$ cat src/rtl/dsync_pkg.sv
// Shared types and constants for the data_sync transmit controller.
// Optional ACK_LOW state is only entered when DSYNC_TX_ACK_EN is defined.
package dsync_pkg;

  typedef enum logic [1:0] {
    IDLE    = 2'd0,
    HOLD    = 2'd1,
    GAP     = 2'd2,
    ACK_LOW = 2'd3
  } state_e;

  localparam int MIN_HOLD = 1;
  localparam int MIN_GAP  = 1;

  function automatic int cnt_width(input int hold, input int gap);
    int m;
    m = (hold > gap) ? hold : gap;
    return $clog2(m + 1);
  endfunction

endpackage

$ cat src/rtl/dsync_rr_arb2.sv
// Two-way round-robin grant: a lone requester always wins, a tie (or no
// request) goes to the requester opposite the previous winner.
module dsync_rr_arb2 (
  input  logic       req0_valid_i,
  input  logic       req1_valid_i,
  input  logic       last_grant_i,
  output logic [1:0] gnt_o,
  output logic       winner_o
);

  always_comb begin
    winner_o = ~last_grant_i;
    if (req0_valid_i ^ req1_valid_i) begin
      winner_o = req1_valid_i;
    end
    gnt_o = {winner_o, ~winner_o};
  end

endmodule

$ cat src/rtl/data_sync_tx_ctrl.sv
// Source-domain transmit controller for the enable-qualified bus synchronizer.
// Define DSYNC_TX_ACK_EN to replace the fixed HOLD time with a 4-phase dst_ack handshake.
module data_sync_tx_ctrl #(
  parameter int BUS_WIDTH   = 8,
  parameter int HOLD_CYCLES = 4,
  parameter int GAP_CYCLES  = 4
) (
  input  logic                 CLK,
  input  logic                 RST,
  input  logic                 req0_valid,
  input  logic [BUS_WIDTH-1:0] req0_data,
  output logic                 req0_ready,
  input  logic                 req1_valid,
  input  logic [BUS_WIDTH-1:0] req1_data,
  output logic                 req1_ready,
  input  logic                 dst_ack,
  output logic [BUS_WIDTH-1:0] Unsync_bus,
  output logic                 bus_enable,
  output logic                 busy
);
  import dsync_pkg::*;

  localparam int CW = cnt_width(HOLD_CYCLES, GAP_CYCLES);
  localparam logic [CW-1:0] HOLD_LOAD = CW'(HOLD_CYCLES - 1);
  localparam logic [CW-1:0] GAP_LOAD  = CW'(GAP_CYCLES - 1);

  if (HOLD_CYCLES < MIN_HOLD) begin : g_bad_hold
    $error("HOLD_CYCLES must be at least %0d", MIN_HOLD);
  end
  if (GAP_CYCLES < MIN_GAP) begin : g_bad_gap
    $error("GAP_CYCLES must be at least %0d", MIN_GAP);
  end

  state_e               state_q, state_d;
  logic [CW-1:0]        cnt_q, cnt_d, cnt_dec;
  logic [BUS_WIDTH-1:0] data_q, data_d;
  logic                 en_q, en_d;
  logic                 busy_q, busy_d;
  logic                 last_grant_q, last_grant_d;
  logic [1:0]           gnt;
  logic                 winner;
  logic                 accept;

`ifdef DSYNC_TX_ACK_EN
  logic ack;
  assign ack = dst_ack;
`else
  logic unused_dst_ack;
  assign unused_dst_ack = dst_ack;
`endif

  dsync_rr_arb2 u_arb (
    .req0_valid_i (req0_valid),
    .req1_valid_i (req1_valid),
    .last_grant_i (last_grant_q),
    .gnt_o        (gnt),
    .winner_o     (winner)
  );

  assign cnt_dec = (cnt_q == '0) ? '0 : cnt_q - CW'(1);

  always_ff @(posedge CLK or negedge RST) begin
    if (!RST) begin
      state_q      <= IDLE;
      cnt_q        <= '0;
      data_q       <= '0;
      en_q         <= 1'b0;
      busy_q       <= 1'b0;
      last_grant_q <= 1'b1;
    end else begin
      state_q      <= state_d;
      cnt_q        <= cnt_d;
      data_q       <= data_d;
      en_q         <= en_d;
      busy_q       <= busy_d;
      last_grant_q <= last_grant_d;
    end
  end

  // Enable and busy are registered copies of the next state so they never glitch.
  always_comb begin
    state_d = state_q;
    cnt_d   = cnt_q;
    unique case (state_q)
      IDLE: begin
        if (accept) begin
          state_d = HOLD;
          cnt_d   = HOLD_LOAD;
        end
      end
      HOLD: begin
`ifdef DSYNC_TX_ACK_EN
        if (ack) begin
          state_d = ACK_LOW;
        end
`else
        if (cnt_q == '0) begin
          state_d = GAP;
          cnt_d   = GAP_LOAD;
        end else begin
          cnt_d = cnt_dec;
        end
`endif
      end
      ACK_LOW: begin
`ifdef DSYNC_TX_ACK_EN
        if (!ack) begin
          state_d = GAP;
          cnt_d   = GAP_LOAD;
        end
`else
        state_d = IDLE;
`endif
      end
      GAP: begin
        if (cnt_q == '0) begin
          state_d = IDLE;
        end else begin
          cnt_d = cnt_dec;
        end
      end
      default: state_d = IDLE;
    endcase
    en_d   = (state_d == HOLD);
    busy_d = (state_d != IDLE);
  end

  always_comb begin
    req0_ready   = (state_q == IDLE) && gnt[0];
    req1_ready   = (state_q == IDLE) && gnt[1];
    accept       = (req0_valid && req0_ready) || (req1_valid && req1_ready);
    data_d       = data_q;
    last_grant_d = last_grant_q;
    if (accept) begin
      data_d       = winner ? req1_data : req0_data;
      last_grant_d = winner;
    end
  end

  assign Unsync_bus = data_q;
  assign bus_enable = en_q;
  assign busy       = busy_q;

endmodule

$ cat config.mk
export PLATFORM = sky130hd
export DESIGN_NAME = data_sync_tx_ctrl
export DESIGN_NICKNAME = d
export VERILOG_FILES = /design/src/rtl/dsync_pkg.sv /design/src/rtl/dsync_rr_arb2.sv /design/src/rtl/data_sync_tx_ctrl.sv
export SDC_FILE = /design/constraint.sdc
export NUM_CORES = 1
export LEC_CHECK = 0
export BUFFER_PORTS_ARGS = -buffer_cell sky130_fd_sc_hd__buf_2
export CORE_UTILIZATION = 43
export CTS_CLUSTER_DIAMETER = 40
export DETAILED_ROUTE_END_ITERATION = 7
export GPL_TIMING_DRIVEN = 0
export PLACE_DENSITY_LB_ADDON = 0.08
export SLEW_MARGIN = 30
export SYNTH_ARGS = -nofsm -noshare
export SYNTH_HDL_FRONTEND = slang
export SYNTH_SLANG_ARGS = --single-unit
$ cat constraint.sdc
create_clock -name CLK -period 1.4 [get_ports CLK]
set_input_delay 0.07 -clock CLK [delete_from_list [all_inputs] [get_ports CLK]]
set_output_delay 0.07 -clock CLK [all_outputs]
set_load 0.01 [all_outputs]
Yosys cells after proc, flatten, opt, wreduce, memory -nomap -nowiden
Index checks and enable logic that the tools add are counted.
{"block": "word_totals", "regBits": 16, "latchBits": 0, "ram_bits": 0, "romBits": 0, "inputBits": 21, "output_inout_bits": 12, "wordCells": 36, "memories": 0}
{"block": "op_classes", "n_addsub": 1, "n_mul": 0, "div": 0, "magnitude_cmp": 0, "n_eq_ne": 6, "shift": 0, "muxes": 10, "bitwise": 3, "n_reduce_logical": 10}
{"operator": "$mux W3", "count": 3}
{"operator": "$pmux W3 S3", "count": 1}
{"operator": "$mux W8", "count": 1}
{"operator": "$pmux W2 S4", "count": 1}
{"operator": "$mux W2", "count": 3}
{"operator": "$eq A2 B1 Y1 const B", "count": 2}
{"operator": "$eq A2 B2 Y1 const B", "count": 2}
{"operator": "$logic_and A1 B1 Y1", "count": 4}
{"operator": "$ne A2 B2 Y1 const B", "count": 2}
{"operator": "$logic_not A3 Y1", "count": 1}
{"operator": "$reduce_and A3 Y1", "count": 1}
{"operator": "$reduce_bool A3 Y1", "count": 1}
{"operator": "$sub A3 B1 Y3 const B", "count": 1}
{"operator": "$logic_not A2 Y1", "count": 1}
{"operator": "$not A1 Y1", "count": 2}
{"operator": "$reduce_bool A2 Y1", "count": 1}
{"operator": "$logic_or A1 B1 Y1", "count": 1}
{"operator": "$mux W1", "count": 1}
{"operator": "$xor A1 B1 Y1", "count": 1}

Depth between registers and ports, before layout
Gate-level depths: netlist (run 1).
{"block": "logic_depth", "word_depth": 9, "mapped_depth": 7, "ltp_nobuf": 6}

Hierarchy
Synthesis (run 1) repeated with hierarchy kept, for this count alone.
{"block": "unflattened", "cells_unflattened": 93, "hier_area_um2": 922.1}
{"module": "data_sync_tx_ctrl", "instances": 1, "cells_each": 88, "area_per_inst_um2": 887.1, "seq_area_each_um2": 401.6}
{"module": "dsync_rr_arb2", "instances": 1, "cells_each": 5, "area_per_inst_um2": 35.0, "seq_area_each_um2": 0.0}

Worst setup path before layout (run 1)
No wires, ideal clock.
{"block": "synth_timing", "path_type": "register to register", "startpoint": "reg state_q[0]", "endpoint": "reg cnt_q[2]", "setup_ps": 122, "arrival_ps": 1366, "required_ps": 1278, "path_slack_ps": -87, "path_stages_with_launch": 7, "n_path_buf": 0, "synth_period_minus_slack_ps": 1487, "cell_sequence": "dfrtp_1 -> inv_1 -> ha_1 -> nor3_1 -> a21o_1 -> o22ai_1 -> a32o_1"}
{"block": "synth_between", "elab_chain_len": 6, "word_cells_on_any_way": 13, "classes_between": "eq/ne: 4; mux: 1; reduce/logical: 8"}
{"item": "from (decl)", "line": "data_sync_tx_ctrl.sv:34", "text": "state_e state_q, state_d;"}
{"item": "from (signal assigned)", "line": "data_sync_tx_ctrl.sv:71", "text": "state_q <= state_d;"}
{"item": "$logic_not A2 Y1", "line": "data_sync_tx_ctrl.sv:84, data_sync_tx_ctrl.sv:129, data_sync_tx_ctrl.sv:130"}
{"item": "$logic_and A1 B1 Y1, on equally long branches", "line": "data_sync_tx_ctrl.sv:129, data_sync_tx_ctrl.sv:130"}
{"item": "$logic_and A1 B1 Y1", "line": "data_sync_tx_ctrl.sv:131", "text": "accept = (req0_valid && req0_ready) || (req1_valid && req1_ready);"}
{"item": "$logic_or A1 B1 Y1", "line": "data_sync_tx_ctrl.sv:131"}
{"item": "$ne A2 B2 Y1 (no line)"}
{"item": "$reduce_and A3 Y1 (no line)"}
{"item": "to (signal assigned)", "line": "data_sync_tx_ctrl.sv:72", "text": "cnt_q <= cnt_d;"}
{"item": "to (decl)", "line": "data_sync_tx_ctrl.sv:35", "text": "logic [CW-1:0] cnt_q, cnt_d, cnt_dec;"}
Several ways; a longest one is shown, not always the timed one.
A chain may end at the register's enable or synchronous reset.

Worst setup path in the final report (run 1)
{"block": "layout_timing", "startpoint": "reg state_q[1]", "endpoint": "reg cnt_q[0]"}
Same word-level chain as after synthesis.

==> results of run 1 <==
cell usage after synthesis (all sizes together) (2+ instances only):
cell,n
nand2,2
ha,6
dfrtp,15
a21oi,15
mux2i,8
a31oi,2
buf,3
o22a,3
nor2,13
and2,2
inv,6
area by class of cell:
class / count / area [sq um] / area share, %
Tap cell: 27 / 33.8 / 2.43
Buffer: 2 / 22.5 / 1.62
Multi-Input combinational cell: 64 / 579 / 41.7
Clock buffer: 4 / 36.3 / 2.61
Sequential cell: 16 / 403 / 29.0
Inverter: 6 / 25.0 / 1.80
Timing Repair Buffer: 44 / 290 / 20.9
per-layer routing:
layer  up-vias  track usage [%]  share of wire [%]
met2        21             29.3                 51
li1        414                -                  -
met4         0             10.3                2.0
met1       419             22.8                 43
met3         4             2.31                3.6
met5         -                0                  0
power groups by stage:
stage / clock [mW] / sequential, mW / combinational [mW]
after floorplan: 0 / 0.880 / 0.929
after detailed placement: 0 / 0.812 / 1.37
after global placement: 0 / 0.805 / 1.35
after CTS: 0.326 / 0.808 / 1.72
final: 0.314 / 0.847 / 2.08
after global routing: 0.342 / 0.876 / 2.27
worst reg2reg max path, delay by kind of cell, from the launching register on:
kind	cells	cell delay, ns
adders and majority gates	1	0.19
buffers and inverters	2	0.24
AOI/OAI and AO/OA	3	0.60
DFF	1	0.41
what timing repair did:
item                       4_1_cts  5_1_grt
setup buffers                    7        3
setup endpoints to repair       16       16
pin swaps                        3       13
resized for setup               10       28
hold endpoints to repair        17        0
hold buffers                     2        0
gates cloned                     1        0
kinds of logic after synthesis:
group                    Yosys count  share of synthesized area, %
AND/OR/NAND/NOR                   22                          11.5
flip-flops                        16                          45.5
buffers and inverters              9                          5.52
AO/OA/AOI/OAI                     27                          18.7
multiplexers                       8                          9.07
adder cells (fa/ha/maj)            7                          9.77
worst max-delay path by stage:
stage                        startpoint                        end  slack, ns  cells after the start
2_1_floorplan      state_q[1]$_DFF_PN0_             busy$_DFF_PN0_       0.01                      6
4_1_cts        last_grant_q$_DFFE_PN1P_                 req1_ready      -0.11                      4
3_3_place_gp       state_q[0]$_DFF_PN0_  Unsync_bus[1]$_DFFE_PN0P_      -0.14                      7
5_1_grt            state_q[1]$_DFF_PN0_       cnt_q[1]$_DFFE_PN0P_      -0.14                      6
6_report           state_q[1]$_DFF_PN0_       cnt_q[0]$_DFFE_PN0P_      -0.10                      6
3_5_place_dp       state_q[0]$_DFF_PN0_  Unsync_bus[1]$_DFFE_PN0P_      -0.16                      7
metrics by stage:
step	hold slack (ns)	power [mW]	worst slack, ns	std cells	instance area (sq um)
after global placement	-0.0000575	2.15	-0.136	147	1100
after detailed placement	0.00360	2.19	-0.157	147	1100
after CTS	0.0593	2.85	-0.109	161	1270
final	0.0769	3.24	-0.103	163	1390
after floorplan	-0.226	1.81	0.0115	89	910
after global routing	0.0713	3.49	-0.143	163	1390
flip-flops by register name, summed over array words and instances (netlist names):
name,count
cnt_q,3
bus_enable,1
Unsync_bus,8
busy,1
state_q,2
last_grant_q,1
cell usage in the layout (no fill, tap or decap), types with 2 or more instances in the layout:
cell and count:
buf_2 29, nor2_1 6, nand2_1 2, buf_6 6, inv_2 2, ha_1 2, dlygate4sd3_1 2, inv_1 3
buf_4 8, nor2_4 2, dfrtp_1 14, mux2i_1 8, nor2_2 5, a31oi_1 2, ha_4 3, clkbuf_4 3
a21oi_1 6, o22a_1 3, a21oi_2 8
==> impl_metrics.xml, run 1 <==
<?xml version="1.0" encoding="UTF-8"?>
<metrics>
  <group name="global_routing">
    <metric name="first_global_vias" unit="">673</metric>
    <metric name="globalRouteOverflowTotal" unit="">0</metric>
    <metric name="wire_length_of_the_first_global_routing_pass" unit="um">2730</metric>
    <metric name="antenna_found_initial" unit="">0</metric>
    <metric name="groute.usage.overall" unit="%">18.0</metric>
    <metric name="pin_count_of_the_biggest_net_entering_global_routing" unit="">17</metric>
  </group>
  <group name="yosys">
    <metric name="post-synth-top-area-cell" unit="">dfrtp_1</metric>
    <metric name="synth_seq_cells" unit="">16</metric>
    <metric name="synth-edff-count" unit="">0</metric>
    <metric name="synth.cell_area" unit="sq um">883</metric>
    <metric name="top_area_cells_in_the_synthesized_netlist" unit="">dfrtp_1, mux2i_1, a21oi_1</metric>
    <metric name="netlist.area_leader.share" unit="%">42.5</metric>
    <metric name="synth.yosys.seq_area_share" unit="%">45.5</metric>
    <metric name="synthesis.yosys.warnings" unit="">0</metric>
    <metric name="post_synth.cell_area_avg" unit="sq um">9.93</metric>
    <metric name="synth_cells" unit="">89</metric>
    <metric name="asyncSetResetFlopFracSynth" unit="%">100</metric>
    <metric name="dominantRegCellSynth" unit="">dfrtp_1</metric>
    <metric name="synth.lib_cells_used.distinct" unit="">28</metric>
    <metric name="synth_fp_nets" unit="">116</metric>
  </group>
  <group name="timing">
    <metric name="report.final.slew_viol_count" unit="">0</metric>
    <metric name="final_setup_skew" unit="ns">0.00124</metric>
    <metric name="report.final.setup_viol" unit="">7</metric>
    <metric name="achievable-frequency" unit="MHz">665</metric>
    <metric name="finalCriticalPeriod" unit="ns">1.50</metric>
    <metric name="max_slew_margin" unit="%">75.7</metric>
    <metric name="tns" unit="ns">-0.354</metric>
    <metric name="timing.final.hold_violations" unit="">0</metric>
    <metric name="tightestPinTransition" unit="ns">0.364</metric>
    <metric name="final.setup.worst_slack" unit="ns">-0.103</metric>
    <metric name="grt_setup_unrepaired" unit="">true</metric>
    <metric name="final_min_period_over_clock_period" unit="%">107</metric>
  </group>
  <group name="worst_setup_path">
    <metric name="crit_path_end_kind" unit="">flop</metric>
    <metric name="reg2reg_depth" unit="">6</metric>
    <metric name="setup.reg_to_reg.worst_slack" unit="ns">-0.10</metric>
    <metric name="worstSetupStartpointType" unit="">flop</metric>
    <metric name="critical_path.max_stage_delay" unit="ns">0.41</metric>
    <metric name="critical_path.reg2reg.startpoint" unit="">state_q[1]$_DFF_PN0_</metric>
    <metric name="timing.critical_path.fanout_max" unit="">6</metric>
    <metric name="critical_path.n_buffers_inverters" unit="">2</metric>
    <metric name="crit_path_top_delay_cell" unit="">dfrtp_1</metric>
    <metric name="crit_path_max_delay_family" unit="">compound AO/OA/AOI/OAI gates</metric>
    <metric name="crit_required" unit="ns">1.64</metric>
    <metric name="regToRegEndpoint" unit="">cnt_q[0]$_DFFE_PN0P_</metric>
    <metric name="crit_arrival" unit="ns">1.74</metric>
    <metric name="criticalPathCategory" unit="">flop to flop</metric>
    <metric name="worstPathCellList" unit="">inv_2, ha_4, buf_4, a21o_1, a31oi_1, o22a_1</metric>
  </group>
  <group name="die">
    <metric name="rows" unit="">16</metric>
    <metric name="dieHeight" unit="um">47.3</metric>
    <metric name="initial_utilization" unit="%">45.5</metric>
    <metric name="io_pins" unit="">33</metric>
    <metric name="area_inside_the_core_boundary" unit="sq mm">0.00194</metric>
    <metric name="die_area" unit="sq mm">0.00224</metric>
    <metric name="die-width" unit="um">47.3</metric>
  </group>
  <group name="drt">
    <metric name="routed-via-count" unit="">858</metric>
    <metric name="drt_pre_antenna_iters" unit="">4</metric>
    <metric name="post-route-drc-count" unit="">0</metric>
    <metric name="via_per_inst" unit="">5.26</metric>
    <metric name="wl_per_cell" unit="um">12.7</metric>
    <metric name="wl" unit="um">2080</metric>
    <metric name="ant_nets" unit="">0</metric>
    <metric name="dr.first_iter.drc_count" unit="">8</metric>
  </group>
  <group name="clock_tree">
    <metric name="cts_htree_levels" unit="">1</metric>
    <metric name="tritoncts_buffer_count" unit="">3</metric>
    <metric name="cts.reportedPaths.clkPinSlew" unit="ns">0.10</metric>
    <metric name="number_of_sinks_handled_by_clock_tree_synthesis" unit="">16</metric>
    <metric name="ctsRootBufferMaster" unit="">clkbuf_4</metric>
    <metric name="cts_max_path_buffers" unit="">2</metric>
    <metric name="cts_tree" unit="">built</metric>
    <metric name="clk_latency" unit="ns">0.29</metric>
  </group>
  <group name="hold_path">
    <metric name="endpoint_worst_hold" unit="">last_grant_q$_DFFE_PN1P_</metric>
    <metric name="min_path_type" unit="">input port to flop</metric>
    <metric name="startpoint_of_the_worst_hold_path" unit="">req1_valid</metric>
    <metric name="min_delay_path_depth" unit="">3</metric>
  </group>
  <group name="pwr">
    <metric name="powerDensity" unit="mW/mm^2">2330</metric>
    <metric name="power.switching_fraction" unit="%">40.3</metric>
    <metric name="vdd_ir_drop_max" unit="uV">1200</metric>
    <metric name="share_seq_of_total_power" unit="%">26.1</metric>
    <metric name="power_frac_clock" unit="%">9.7</metric>
    <metric name="power_switching" unit="mW">1.31</metric>
    <metric name="p_int" unit="mW">1.94</metric>
    <metric name="power.leakage" unit="nW">0.642</metric>
    <metric name="comb_power_share" unit="%">64.2</metric>
  </group>
  <group name="finish">
    <metric name="antenna_cells_inserted" unit="">0</metric>
    <metric name="final.fill_count" unit="">152</metric>
    <metric name="layout.core_utilization" unit="%">71.6</metric>
    <metric name="drive_gt1_share" unit="%">60.3</metric>
    <metric name="synthToLayoutAreaGrowth" unit="%">57.4</metric>
    <metric name="design.final.nets" unit="">164</metric>
  </group>
  <group name="outcome">
    <metric name="violations" unit="">negative setup slack</metric>
    <metric name="status" unit="">complete, but fails checks</metric>
  </group>
  <group name="flow_run">
    <metric name="cap_violations" unit="">0</metric>
  </group>
  <group name="placed_design">
    <metric name="dpl.hpwl" unit="um">1270</metric>
    <metric name="global_placer_s_final_weighted_congestion" unit="">0.714</metric>
    <metric name="number_of_port_buffers" unit="">31</metric>
  </group>
</metrics>
No activity file was read; power rests on OpenSTA's default activity.
==> run 2: changes to the inputs <==
- clock period: 1.4 -> 1.3 ns (I/O delays scaled with it)
==> impl_metrics.xml, run 2 (synthesis gave the netlist of run 1 again) <==
<?xml version="1.0" encoding="UTF-8"?>
<metrics>
  <group name="finish">
    <metric name="layout.core_utilization" unit="%">75.1</metric>
    <metric name="design.final.nets" unit="">171</metric>
    <metric name="most-common-layout-cells" unit="">buf_2, dfrtp_1, buf_4, mux2i_1, a21oi_2</metric>
    <metric name="final_common_cell" unit="">buf_2</metric>
    <metric name="drive_gt1_share" unit="%">62.9</metric>
    <metric name="antenna_cells_inserted" unit="">0</metric>
    <metric name="largest_register_ffs" unit="">8</metric>
    <metric name="stdcell_area" unit="sq mm">0.00146</metric>
    <metric name="layoutNonFillerInstCount" unit="">170</metric>
    <metric name="synthToLayoutAreaGrowth" unit="%">65.0</metric>
  </group>
  <group name="die">
    <metric name="die_area" unit="sq mm">0.00224</metric>
    <metric name="rows" unit="">16</metric>
    <metric name="die-width" unit="um">47.3</metric>
    <metric name="initial_utilization" unit="%">45.5</metric>
    <metric name="area_inside_the_core_boundary" unit="sq mm">0.00194</metric>
    <metric name="io_pins" unit="">33</metric>
    <metric name="dieHeight" unit="um">47.3</metric>
  </group>
  <group name="placed_design">
    <metric name="number_of_port_buffers" unit="">31</metric>
    <metric name="global_placer_s_final_weighted_congestion" unit="">0.767</metric>
    <metric name="placement.setup.worst_slack" unit="ns">-0.214</metric>
    <metric name="dpl.hpwl" unit="um">1290</metric>
    <metric name="detailed_place.area" unit="sq mm">0.00111</metric>
    <metric name="total_placed_cells_including_tap_cells" unit="">147</metric>
  </group>
  <group name="global_routing">
    <metric name="first_global_vias" unit="">775</metric>
    <metric name="pin_count_of_the_biggest_net_entering_global_routing" unit="">17</metric>
    <metric name="antenna_found_initial" unit="">0</metric>
    <metric name="globalRouteOverflowTotal" unit="">0</metric>
    <metric name="groute.usage.overall" unit="%">21.5</metric>
    <metric name="wire_length_of_the_first_global_routing_pass" unit="um">3220</metric>
  </group>
  <group name="timing">
    <metric name="final_setup_skew" unit="ns">0.00504</metric>
    <metric name="timing.final.hold_violations" unit="">0</metric>
    <metric name="tightestPinTransition" unit="ns">0.353</metric>
    <metric name="final_min_period_over_clock_period" unit="%">117</metric>
    <metric name="final.setup.worst_slack" unit="ns">-0.220</metric>
    <metric name="report.final.setup_viol" unit="">17</metric>
    <metric name="tns" unit="ns">-2.27</metric>
    <metric name="finalCriticalPeriod" unit="ns">1.52</metric>
    <metric name="timing.hold.ws" unit="ns">0.0708</metric>
    <metric name="achievable-frequency" unit="MHz">658</metric>
    <metric name="max_slew_margin" unit="%">76.5</metric>
    <metric name="grt_setup_unrepaired" unit="">true</metric>
    <metric name="report.final.slew_viol_count" unit="">0</metric>
  </group>
  <group name="clock_tree">
    <metric name="clk_latency" unit="ns">0.30</metric>
    <metric name="tritoncts_buffer_count" unit="">3</metric>
    <metric name="ctsRootBufferMaster" unit="">clkbuf_4</metric>
    <metric name="number_of_sinks_handled_by_clock_tree_synthesis" unit="">16</metric>
    <metric name="cts_tree" unit="">built</metric>
    <metric name="cts.reportedPaths.clkPinSlew" unit="ns">0.10</metric>
    <metric name="cts_max_path_buffers" unit="">2</metric>
    <metric name="cts_htree_levels" unit="">1</metric>
  </group>
  <group name="worst_setup_path">
    <metric name="worstPathCellList" unit="">inv_2, ha_4, or2_4, a21oi_4, nor2_2, o22a_1</metric>
    <metric name="crit_path_end_kind" unit="">flop</metric>
    <metric name="crit_path_max_delay_family" unit="">flip-flops</metric>
    <metric name="critical_path.startpoint" unit="">state_q[0]$_DFF_PN0_</metric>
    <metric name="crit_path_top_delay_cell" unit="">dfrtp_1</metric>
    <metric name="timing.critical_path.fanout_max" unit="">5</metric>
    <metric name="criticalPathCategory" unit="">flop to flop</metric>
    <metric name="critical_path.max_stage_delay" unit="ns">0.42</metric>
    <metric name="critical_path.reg2reg.startpoint" unit="">state_q[0]$_DFF_PN0_</metric>
    <metric name="crit_required" unit="ns">1.49</metric>
    <metric name="worstSetupStartpointType" unit="">flop</metric>
    <metric name="critical_path.n_buffers_inverters" unit="">1</metric>
    <metric name="crit_arrival" unit="ns">1.71</metric>
  </group>
  <group name="outcome">
    <metric name="status" unit="">complete, but fails checks</metric>
    <metric name="violations" unit="">negative setup slack</metric>
  </group>
  <group name="hold_path">
    <metric name="min_path_type" unit="">input port to flop</metric>
    <metric name="startpoint_of_the_worst_hold_path" unit="">req1_data[3]</metric>
  </group>
  <group name="drt">
    <metric name="highest-signal-layer" unit="">met4</metric>
    <metric name="met2_length" unit="um">1160</metric>
    <metric name="met1_length" unit="um">955</metric>
    <metric name="dr.first_iter.drc_count" unit="">6</metric>
    <metric name="routed-via-count" unit="">866</metric>
    <metric name="post-route-drc-count" unit="">0</metric>
    <metric name="ant_nets" unit="">0</metric>
    <metric name="wl" unit="um">2270</metric>
    <metric name="met3WireLength" unit="um">80</metric>
    <metric name="wl_per_cell" unit="um">13.4</metric>
    <metric name="drt_pre_antenna_iters" unit="">3</metric>
    <metric name="via_per_inst" unit="">5.09</metric>
  </group>
  <group name="flow_run">
    <metric name="cap_violations" unit="">0</metric>
  </group>
  <group name="pwr">
    <metric name="power.leakage" unit="nW">0.680</metric>
    <metric name="vdd_ir_drop_max" unit="uV">1400</metric>
    <metric name="powerDensity" unit="mW/mm^2">2590</metric>
    <metric name="post-layout-total-power" unit="mW">3.77</metric>
  </group>
</metrics>
## run 2: what timing repair did
action,in CTS,in global routing
pin swaps,8,9
resized for setup,18,24
hold buffers,2,0
endpoints found under the hold margin,17,0
gates cloned,1,0
setup endpoints to repair,17,17
buffers inserted,17,1
## run 2: final timing paths
| path | end | depth (start not counted) | slack, ns |
|---|---|---|---|
| max | busy$_DFF_PN0_ | 6 | -0.22 |
| min | Unsync_bus[3]$_DFFE_PN0P_ | 3 | 0.07 |
| max reg2reg | busy$_DFF_PN0_ | 6 | -0.22 |
| min reg2reg | cnt_q[1]$_DFFE_PN0P_ | 1 | 0.52 |
| max in group asynchronous | last_grant_q$_DFFE_PN1P_ | 2 | 0.80 |
| min in group asynchronous | state_q[0]$_DFF_PN0_ | 2 | 0.20 |
## run 2: layer usage
layer | global-route usage [%] | vias to the layer above
met5 | 0 | -
met3 | 4.62 | 7
met1 | 23.9 | 413
met4 | 10.9 | 0
li1 | - | 420
met2 | 38.4 | 26
## run 2: final cells by class
class | count | area [sq um]
multi-input cells | 64 | 587
fillers | 136 | 484
flip-flops and latches | 16 | 402
repair buffers | 51 | 350
clock buffers | 4 | 36.3
well taps | 27 | 33.8
plain buffers | 2 | 26.3
inverters | 6 | 22.5
## run 2: report_power, final
| part | switching, mW | internal (mW) |
|---|---|---|
| clock | 0.168 | 0.171 |
| sequential | 0.163 | 0.743 |
| combinational | 1.18 | 1.35 |
## run 2: tightest hold or removal path: stages
cell     delay (ns)
buf_2          0.07
mux2i_1        0.07
a21oi_2        0.12
